$ cat src/rtl/load_store_unit.sv
// load_store_unit: RV32I load/store to word-addressed memory adapter.
// Turns byte-addressed B/H/W requests into word beats with byte enables and
// lane-shifted write data, and aligns/extends load data on the way back.
// Compile-time option: define LSU_MISALIGNED_EN to split word-crossing
// accesses into two beats; left undefined, misaligned accesses are rejected.
module load_store_unit #(
  parameter int ADDR_W        = 32,
  parameter bit ERR_ON_BAD_F3 = 1'b1
) (
  input  logic              clk,
  input  logic              resetn,
  input  logic              req_valid,
  output logic              req_ready,
  input  logic              req_store,
  input  logic [2:0]        req_funct3,
  input  logic [ADDR_W-1:0] req_addr,
  input  logic [31:0]       req_wdata,
  output logic              rsp_valid,
  output logic [31:0]       rsp_rdata,
  output logic              rsp_err,
  output logic [ADDR_W-1:0] mem_addr,
  output logic [31:0]       mem_wdata,
  input  logic [31:0]       mem_rdata,
  output logic              mem_we,
  output logic [3:0]        mem_be
);

  typedef enum logic [1:0] {IDLE, BEAT0, BEAT1, RESP} state_t;

  // Unsupported encodings; BU/HU exist only for loads.
  function automatic logic f3_bad(input logic [2:0] f3, input logic st);
    case (f3)
      3'b000, 3'b001, 3'b010: f3_bad = 1'b0;
      3'b100, 3'b101:         f3_bad = st;
      default:                f3_bad = 1'b1;
    endcase
  endfunction

  // Access size in bytes; unsupported encodings behave as a full word.
  function automatic logic [2:0] f3_bytes(input logic [2:0] f3, input logic st);
    if (f3_bad(f3, st))            f3_bytes = 3'd4;
    else if (f3[1:0] == 2'b00)     f3_bytes = 3'd1;
    else if (f3[1:0] == 2'b01)     f3_bytes = 3'd2;
    else                           f3_bytes = 3'd4;
  endfunction

  state_t            r_state, w_next;
  logic              r_store, r_err;
  logic [2:0]        r_f3;
  logic [ADDR_W-1:0] r_addr;
  logic [31:0]       r_wdata, r_lo;

  // Accept-time decode, done on the raw request inputs.
  logic w_req_bad, w_req_err;
  assign w_req_bad = ERR_ON_BAD_F3 && f3_bad(req_funct3, req_store);
`ifdef LSU_MISALIGNED_EN
  assign w_req_err = w_req_bad;
`else
  logic [2:0] w_req_bytes;
  logic       w_req_mis;
  assign w_req_bytes = f3_bytes(req_funct3, req_store);
  assign w_req_mis   = (w_req_bytes == 3'd2 && req_addr[0]) ||
                       (w_req_bytes == 3'd4 && req_addr[1:0] != 2'b00);
  assign w_req_err   = w_req_bad || w_req_mis;
`endif

  // Decode of the latched request used by the beats and the response.
  logic [2:0]        w_bytes;
  logic [3:0]        w_mask;
  logic [1:0]        w_off;
  logic              w_sign;
  logic [ADDR_W-1:0] w_waddr;
  logic [3:0]        w_be0;
  logic [31:0]       w_wd0, w_sh, w_ext;
  assign w_bytes = f3_bytes(r_f3, r_store);
  assign w_mask  = (w_bytes == 3'd1) ? 4'b0001 : (w_bytes == 3'd2) ? 4'b0011 : 4'b1111;
  assign w_off   = r_addr[1:0];
  assign w_sign  = !r_f3[2];
  assign w_waddr = {r_addr[ADDR_W-1:2], 2'b00};

`ifdef LSU_MISALIGNED_EN
  // The 8-lane / 64-bit views carry the spill into the next word for BEAT1.
  logic [31:0] r_hi;
  logic [7:0]  w_be8;
  logic [63:0] w_wd64;
  logic [3:0]  w_be1;
  logic [31:0] w_wd1;
  logic        w_cross;
  assign w_be8   = {4'b0000, w_mask} << w_off;
  assign w_wd64  = {32'd0, r_wdata} << {w_off, 3'b000};
  assign w_be0   = w_be8[3:0];
  assign w_be1   = w_be8[7:4];
  assign w_wd0   = w_wd64[31:0];
  assign w_wd1   = w_wd64[63:32];
  assign w_cross = ({1'b0, w_off} + w_bytes) > 3'd4;
  assign w_sh    = 32'({r_hi, r_lo} >> {w_off, 3'b000});
`else
  assign w_be0   = w_mask << w_off;
  assign w_wd0   = r_wdata << {w_off, 3'b000};
  assign w_sh    = r_lo >> {w_off, 3'b000};
`endif

  // Truncate the aligned load to its size, then sign/zero extend.
  always_comb begin
    w_ext = w_sh;
    case (w_bytes)
      3'd1:    w_ext = {{24{w_sign & w_sh[7]}}, w_sh[7:0]};
      3'd2:    w_ext = {{16{w_sign & w_sh[15]}}, w_sh[15:0]};
      default: w_ext = w_sh;
    endcase
  end

  // State register.
  always_ff @(posedge clk or negedge resetn) begin
    if (!resetn) r_state <= IDLE;
    else         r_state <= w_next;
  end

  // Request capture on accept and load-data capture during each beat.
  always_ff @(posedge clk or negedge resetn) begin
    if (!resetn) begin
      r_store <= 1'b0;
      r_err   <= 1'b0;
      r_f3    <= 3'd0;
      r_addr  <= '0;
      r_wdata <= 32'd0;
      r_lo    <= 32'd0;
`ifdef LSU_MISALIGNED_EN
      r_hi    <= 32'd0;
`endif
    end else begin
      if (r_state == IDLE && req_valid) begin
        r_store <= req_store;
        r_f3    <= req_funct3;
        r_addr  <= req_addr;
        r_wdata <= req_wdata;
        r_err   <= w_req_err;
      end
      if (r_state == BEAT0 && !r_store) r_lo <= mem_rdata;
`ifdef LSU_MISALIGNED_EN
      if (r_state == BEAT1 && !r_store) r_hi <= mem_rdata;
`endif
    end
  end

  // Next state and all outputs; everything idles at zero except req_ready.
  always_comb begin
    w_next    = r_state;
    req_ready = 1'b0;
    rsp_valid = 1'b0;
    rsp_err   = 1'b0;
    rsp_rdata = 32'd0;
    mem_addr  = '0;
    mem_wdata = 32'd0;
    mem_we    = 1'b0;
    mem_be    = 4'b0000;
    case (r_state)
      IDLE: begin
        req_ready = 1'b1;
        if (req_valid) w_next = w_req_err ? RESP : BEAT0;
      end
      BEAT0: begin
        mem_addr  = w_waddr;
        mem_we    = r_store;
        mem_be    = r_store ? w_be0 : 4'b0000;
        mem_wdata = r_store ? w_wd0 : 32'd0;
`ifdef LSU_MISALIGNED_EN
        w_next    = w_cross ? BEAT1 : RESP;
`else
        w_next    = RESP;
`endif
      end
`ifdef LSU_MISALIGNED_EN
      BEAT1: begin
        mem_addr  = w_waddr + ADDR_W'(4);
        mem_we    = r_store;
        mem_be    = r_store ? w_be1 : 4'b0000;
        mem_wdata = r_store ? w_wd1 : 32'd0;
        w_next    = RESP;
      end
`endif
      RESP: begin
        rsp_valid = 1'b1;
        rsp_err   = r_err;
        rsp_rdata = (r_store || r_err) ? 32'd0 : w_ext;
        w_next    = IDLE;
      end
      default: w_next = IDLE;
    endcase
  end

endmodule

$ cat config.mk
export PLATFORM = sky130hd
export DESIGN_NAME = load_store_unit
export DESIGN_NICKNAME = d
export VERILOG_FILES = /design/src/rtl/load_store_unit.sv
export SDC_FILE = /design/constraint.sdc
export NUM_CORES = 1
export LEC_CHECK = 0
export CORE_AREA = 2 2 111 113
export CTS_BUF_LIST = sky130_fd_sc_hd__clkbuf_16
export DETAILED_ROUTE_END_ITERATION = 6
export DIE_AREA = 0 0 113 115
export PLACE_DENSITY = 0.87
export REMOVE_ABC_BUFFERS = 1
export SYNTH_ARGS = -nofsm -noshare
export SYNTH_HDL_FRONTEND = slang
export SYNTH_SLANG_ARGS = --single-unit
$ cat constraint.sdc
create_clock -name clk -period 3.11 [get_ports clk]
set_input_delay 0.311 -clock clk [delete_from_list [all_inputs] [get_ports clk]]
set_output_delay 0.311 -clock clk [all_outputs]
set_load 0.05 [all_outputs]
# [After elaboration in Yosys (flattened, before gate mapping)]
# Cells that the tools add are included.
[word_totals] regBits=103 inputBits=103 out_inout_bits=104 elab_cells=73
[classes] eq_ne=17 shift=3 mux=25 n_bitwise=2 reduce_logical=19
[ops] op="two-way mux 32 bit" n=5
[ops] op="one-hot mux 32 bit (2 select lines)" n=1
[ops] op="<< shifter 32 x 5 -> 32 bit" n=1
[ops] op="right shift 32 x 5 -> 32 bit" n=1
[ops] op="two-way mux 3 bit" n=6
[ops] op="two-way mux 4 bit" n=4
[ops] op="== test 3 bit (second input constant)" n=5
[ops] op="== test 3 x 2 -> 1 bit (second input constant)" n=4
[ops] op="== test 3 x 1 -> 1 bit (second input constant)" n=3
[ops] op="== test 2 x 1 -> 1 bit (second input constant)" n=3
[ops] op="logical NOT 2 bit" n=3
[ops] op="logical NOT 3 bit" n=2
[ops] op="OR reduction 3 bit" n=2
[ops] op="logical AND 1 bit" n=4
[ops] op="two-way mux 1 bit" n=4
[ops] op="two-way mux 2 bit" n=2
[ops] op="one-hot mux 1 bit (2 select lines)" n=2
[ops] op="one-hot mux 2 bit (2 select lines)" n=1
[ops] op="OR reduction 2 bit" n=2
[ops] op="<< shifter 4 x 2 -> 4 bit" n=1
[ops] op="logical OR 1 bit" n=3
[ops] op="AND 1 bit" n=2
[ops] op="== test 2 bit (second input constant)" n=1
[ops] op="logical NOT 1 bit" n=2
[ops] op="other kinds (2)" n=2

# [Depth between registers and ports, before layout]
[logic_depth] word_depth=11 ltp_mapped=7 depth_no_buf=4

# [Least setup slack after synthesis]
# Ideal clock, no wire load.
[synth_timing] kind="register -> output" from="reg r_addr[0]" to="out mem_wdata[24]" arrival_ns=2.261 t_required_ns=2.799 setup_slack_ns=0.538 stages_incl_launch_ff=6 path_cell_list="dfrtp_1 buf_2 buf_2 buf_1 a211oi_1 a211oi_1"
[synth_via] elab_chain_len=3
[synth_lines] element="start: declaration" line="50" rtl="logic [ADDR_W-1:0] r_addr;"
[synth_lines] element="start signal: assignment" line="135" rtl="r_addr <= req_addr;"
[synth_lines] element="<< shifter 32 x 5 -> 32 bit" line="99" rtl="assign w_wd0 = r_wdata << {w_off, 3'b000};"
[synth_lines] element="two-way mux 32 bit" line="166" rtl="mem_wdata = r_store ? w_wd0 : 32'd0;"
[synth_lines] element="two-way mux 32 bit" line="157" rtl="case (r_state)"
[synth_lines] element="end: declaration" line="22" rtl="output logic [31:0] mem_wdata,"
# Every way passes these cells.

# [Final worst setup path]
[layout_timing] from="reg r_addr[1]" to="out rsp_rdata[15]"
[layout_via] elab_chain_len=5
[layout_lines] element="right shift 32 x 5 -> 32 bit (*)" line="100" rtl="assign w_sh = r_lo >> {w_off, 3'b000};"
[layout_lines] element="AND 1 bit" line="107" rtl="3'd1: w_ext = {{24{w_sign & w_sh[7]}}, w_sh[7:0]};"
[layout_lines] element="one-hot mux 32 bit (2 select lines) (*)" line="106" rtl="case (w_bytes)"
[layout_lines] element="two-way mux 32 bit (*)" line="185" rtl="rsp_rdata = (r_store || r_err) ? 32'd0 : w_ext;"
[layout_lines] element="two-way mux 32 bit (*)" line="157"
[layout_lines] element="end: declaration" line="19" rtl="output logic [31:0] rsp_rdata,"
# Mark *: on every way between the ends. The rest lies on a longest branch, timed or not.

==> metrics.txt <==
# IOs=207; CTS root buffer=clkbuf_16; CTS Buf Count=9; Sink Count=103; top routing layer used=met4; vias post-DR=5129; Met3 Routed Length=1.191 mm; Worst R2R Start=r_state[1]$_DFFE_PN0P_; critical path endpoint category=output pin; Worst-Skew Late Latency=0.34 ns; Detailed Place HPWL=11.97 mm; Global Route Usage Sum=0.2550; Fillers=857; Routed WL=16.35 mm; Worst setup SP type=flip-flop; RSZ-0062 raised after global routing=no; Met1 Wirelength=6.568 mm; DR iter-0 viols=344; Reg area=2580 um2; Mean Syn Cell Area=8.762 um2; Required @ worst endpoint=2.80 ns; Yosys cell types=36; final worst path period need=2.962 ns; final cycle utilization of the critical path=0.9523; FF-to-FF setup slack=1.02 ns; Die Height=115 um; pwr/cell area=992.9 nW/um2; initial core utilization=0.4689; Routed Antenna Nets=0; R2R depth=5; vias in the first global route=5193; nets=916; largest net degree at the start of global routing=60; register area share after synthesis=0.4654; Reg2Reg Capture Point=r_addr[0]$_DFFE_PN0P_; area taken by multi-input logic gates=2710 um2; Mapped Cells=632; Crit path arrival time=2.65 ns; grt total ovfl=0; WL/cell=16.96 um; clk buf depth=2; Max Freq=0.3377 GHz; chip width=113 um; Total Power=0.008379 W; first-pass iteration count of the detailed router=7; violations in the final reports=design-rule violations; Port Buffers=204; count of state elements after synthesis=103; clock slew at reported path FFs=0.07 ns; WS Path Type=reg2out; drt via density=5.321; Cell Chain, Critical Path=mux2_4 -> mux2i_1 -> or3_1 -> a21oi_1 -> buf_12; worst-margin pin slew=0.7867 ns; Slew Limit Fails=0; DP Area=8158 um2; met2 wire length=8.228 mm; Area Overhead vs Synth=52.39%; Ys Warns=0; diode count=0; final setup violation count=0; placer congestion estimate=0.8653; critical-path maximum fanout=30; max cap viols=0; TNS Setup=0 ns; status=finished with violations; Rows=40; Slew headroom=0.4756; die area=13000 um2; post-synth top area cell=dfrtp_1; DRC viols=15; Leak=3.893 nW; global-route wire length before repair=26.29 mm; maximum vdd drop=495.1 uV; clock tree from TritonCTS=built; top cells by area, synth=dfrtp_1, nand2_1, mux2_2; worst hold margin=0.03564 ns; CTS H-tree depth=3; hold crit path type=in2async; mapped cell area=5538 um2; slowest CP cell=dfrtp_2; Post-Layout Cell Count=964; core area=11810 um2; clock skew=0.004448 ns; Hold-fix buffers, CTS=0; Fin. Hold Viols=0; slowest stage delay, CP=0.77 ns; Post-Layout Inst Area=8439 um2; initial antenna violation count=0; DP Cell Count=949; share of the synthesized area in the top cell type=0.4654; layout cells sized above 1=0.2044
## critical path: cells and delay by family, from the launching register on
| kind | cells | cell delay [ns] |
|---|---|---|
| DFF | 1 | 0.77 |
| and+or+nand+nor | 1 | 0.56 |
| AOI/OAI and AO/OA | 1 | 0.40 |
| muxes | 2 | 0.39 |
| buffers and inverters | 1 | 0.19 |
## through the flow
| step | utilization | setup slack (ns) |
|---|---|---|
| after floorplan | - | -0.5985 |
| after global placement | 0.6907 | 0.3351 |
| after detailed placement | 0.6907 | 0.3170 |
| after CTS | 0.7145 | 0.1654 |
| after global routing | 0.7145 | 0.03161 |
| final | 0.7145 | 0.1484 |
## routing by layer
layer	track usage	vias to the layer above
met1	0.3167	2452
met2	0.4399	216
met3	0.04586	36
li1	-	2425
met5	0	-
met4	0.1098	0
## registers in the layout, indices dropped and copies added, names as in the netlist
name     count
r_addr      32
r_err        1
r_f3         3
r_lo        32
r_state      2
r_store      1
r_wdata     32
## synthesized netlist by cell type, drive strengths merged
master,instances
clkbuf,12
and3,1
nand4bb,1
mux2i,32
a21oi,20
nand2,222
nor4,1
and3b,1
inv,5
dfrtp,103
buf,35
or3,2
a211o,1
o211ai,2
nor2,36
and2,47
nor3,3
mux2,34
a31oi,1
o21ai,21
a221o,1
a211oi,31
nor2b,17
conb,1
o41ai,1
or2,1
## logic make-up (layout without fill, tap and decap cells)
logic type,count (synthesis),after routing,synth area share
flip-flops,103,103,0.4654
AO/OA/AOI/OAI,78,78,0.09377
AND/OR/NAND/NOR,332,332,0.2637
other,1,2,0.0006772
multiplexers,66,66,0.1283
buffers and inverters,52,236,0.04812
## cell type report
cell class	count	share of cell area
multi-input combinational	478	0.3211
timing repair buffer	216	0.3161
sequential	103	0.3057
clock buffer	9	0.02669
tap	147	0.02179
clock inverter	6	0.006375
inverter	5	0.002224
## layout by cell type, fill, tap and decap left out, types with 6 or more instances in the layout
| cell type | netlist | layout |
|---|---|---|
| buf_12 | 0 | 62 |
| and2_1 | 45 | 44 |
| inv_1 | 5 | 6 |
| o21ai_1 | 6 | 6 |
| dfrtp_1 | 103 | 101 |
| a211oi_1 | 31 | 31 |
| nor2b_1 | 17 | 16 |
| nand2_1 | 222 | 221 |
| a21oi_1 | 19 | 19 |
| nor2_1 | 36 | 36 |
| mux2_2 | 32 | 32 |
| buf_4 | 6 | 46 |
| o21ai_0 | 13 | 13 |
| mux2i_1 | 32 | 32 |
| clkdlybuf4s50_1 | 0 | 108 |
| clkbuf_16 | 0 | 9 |
## power breakdown
group | leakage, nW | internal [W] | switching (W) | total, W
combinational | 2.50 | 0.00192 | 0.00281 | 0.00473
sequential | 1.26 | 0.00200 | 0.000573 | 0.00257
clock | 0.138 | 0.000610 | 0.000470 | 0.00108
## repair_timing
action,CTS,global route
buffers inserted,0,0
endpoints found under the hold margin,0,0
resized for setup,1,0
setup endpoints to repair,7,0
## worst max-delay path by stage
stage / slack (ns) / to / start / cells past startpoint
final: 0.15 / rsp_rdata[15] / r_addr[1]$_DFFE_PN0P_ / 5
after global routing: 0.03 / rsp_rdata[21] / r_addr[1]$_DFFE_PN0P_ / 5
after CTS: 0.17 / rsp_rdata[15] / r_addr[1]$_DFFE_PN0P_ / 5
after detailed placement: 0.32 / rsp_rdata[10] / r_addr[1]$_DFFE_PN0P_ / 5
after global placement: 0.34 / rsp_rdata[8] / r_addr[1]$_DFFE_PN0P_ / 5
after floorplan: -0.60 / rsp_rdata[10] / r_addr[0]$_DFFE_PN0P_ / 4
(Power assumes the default switching activity.)
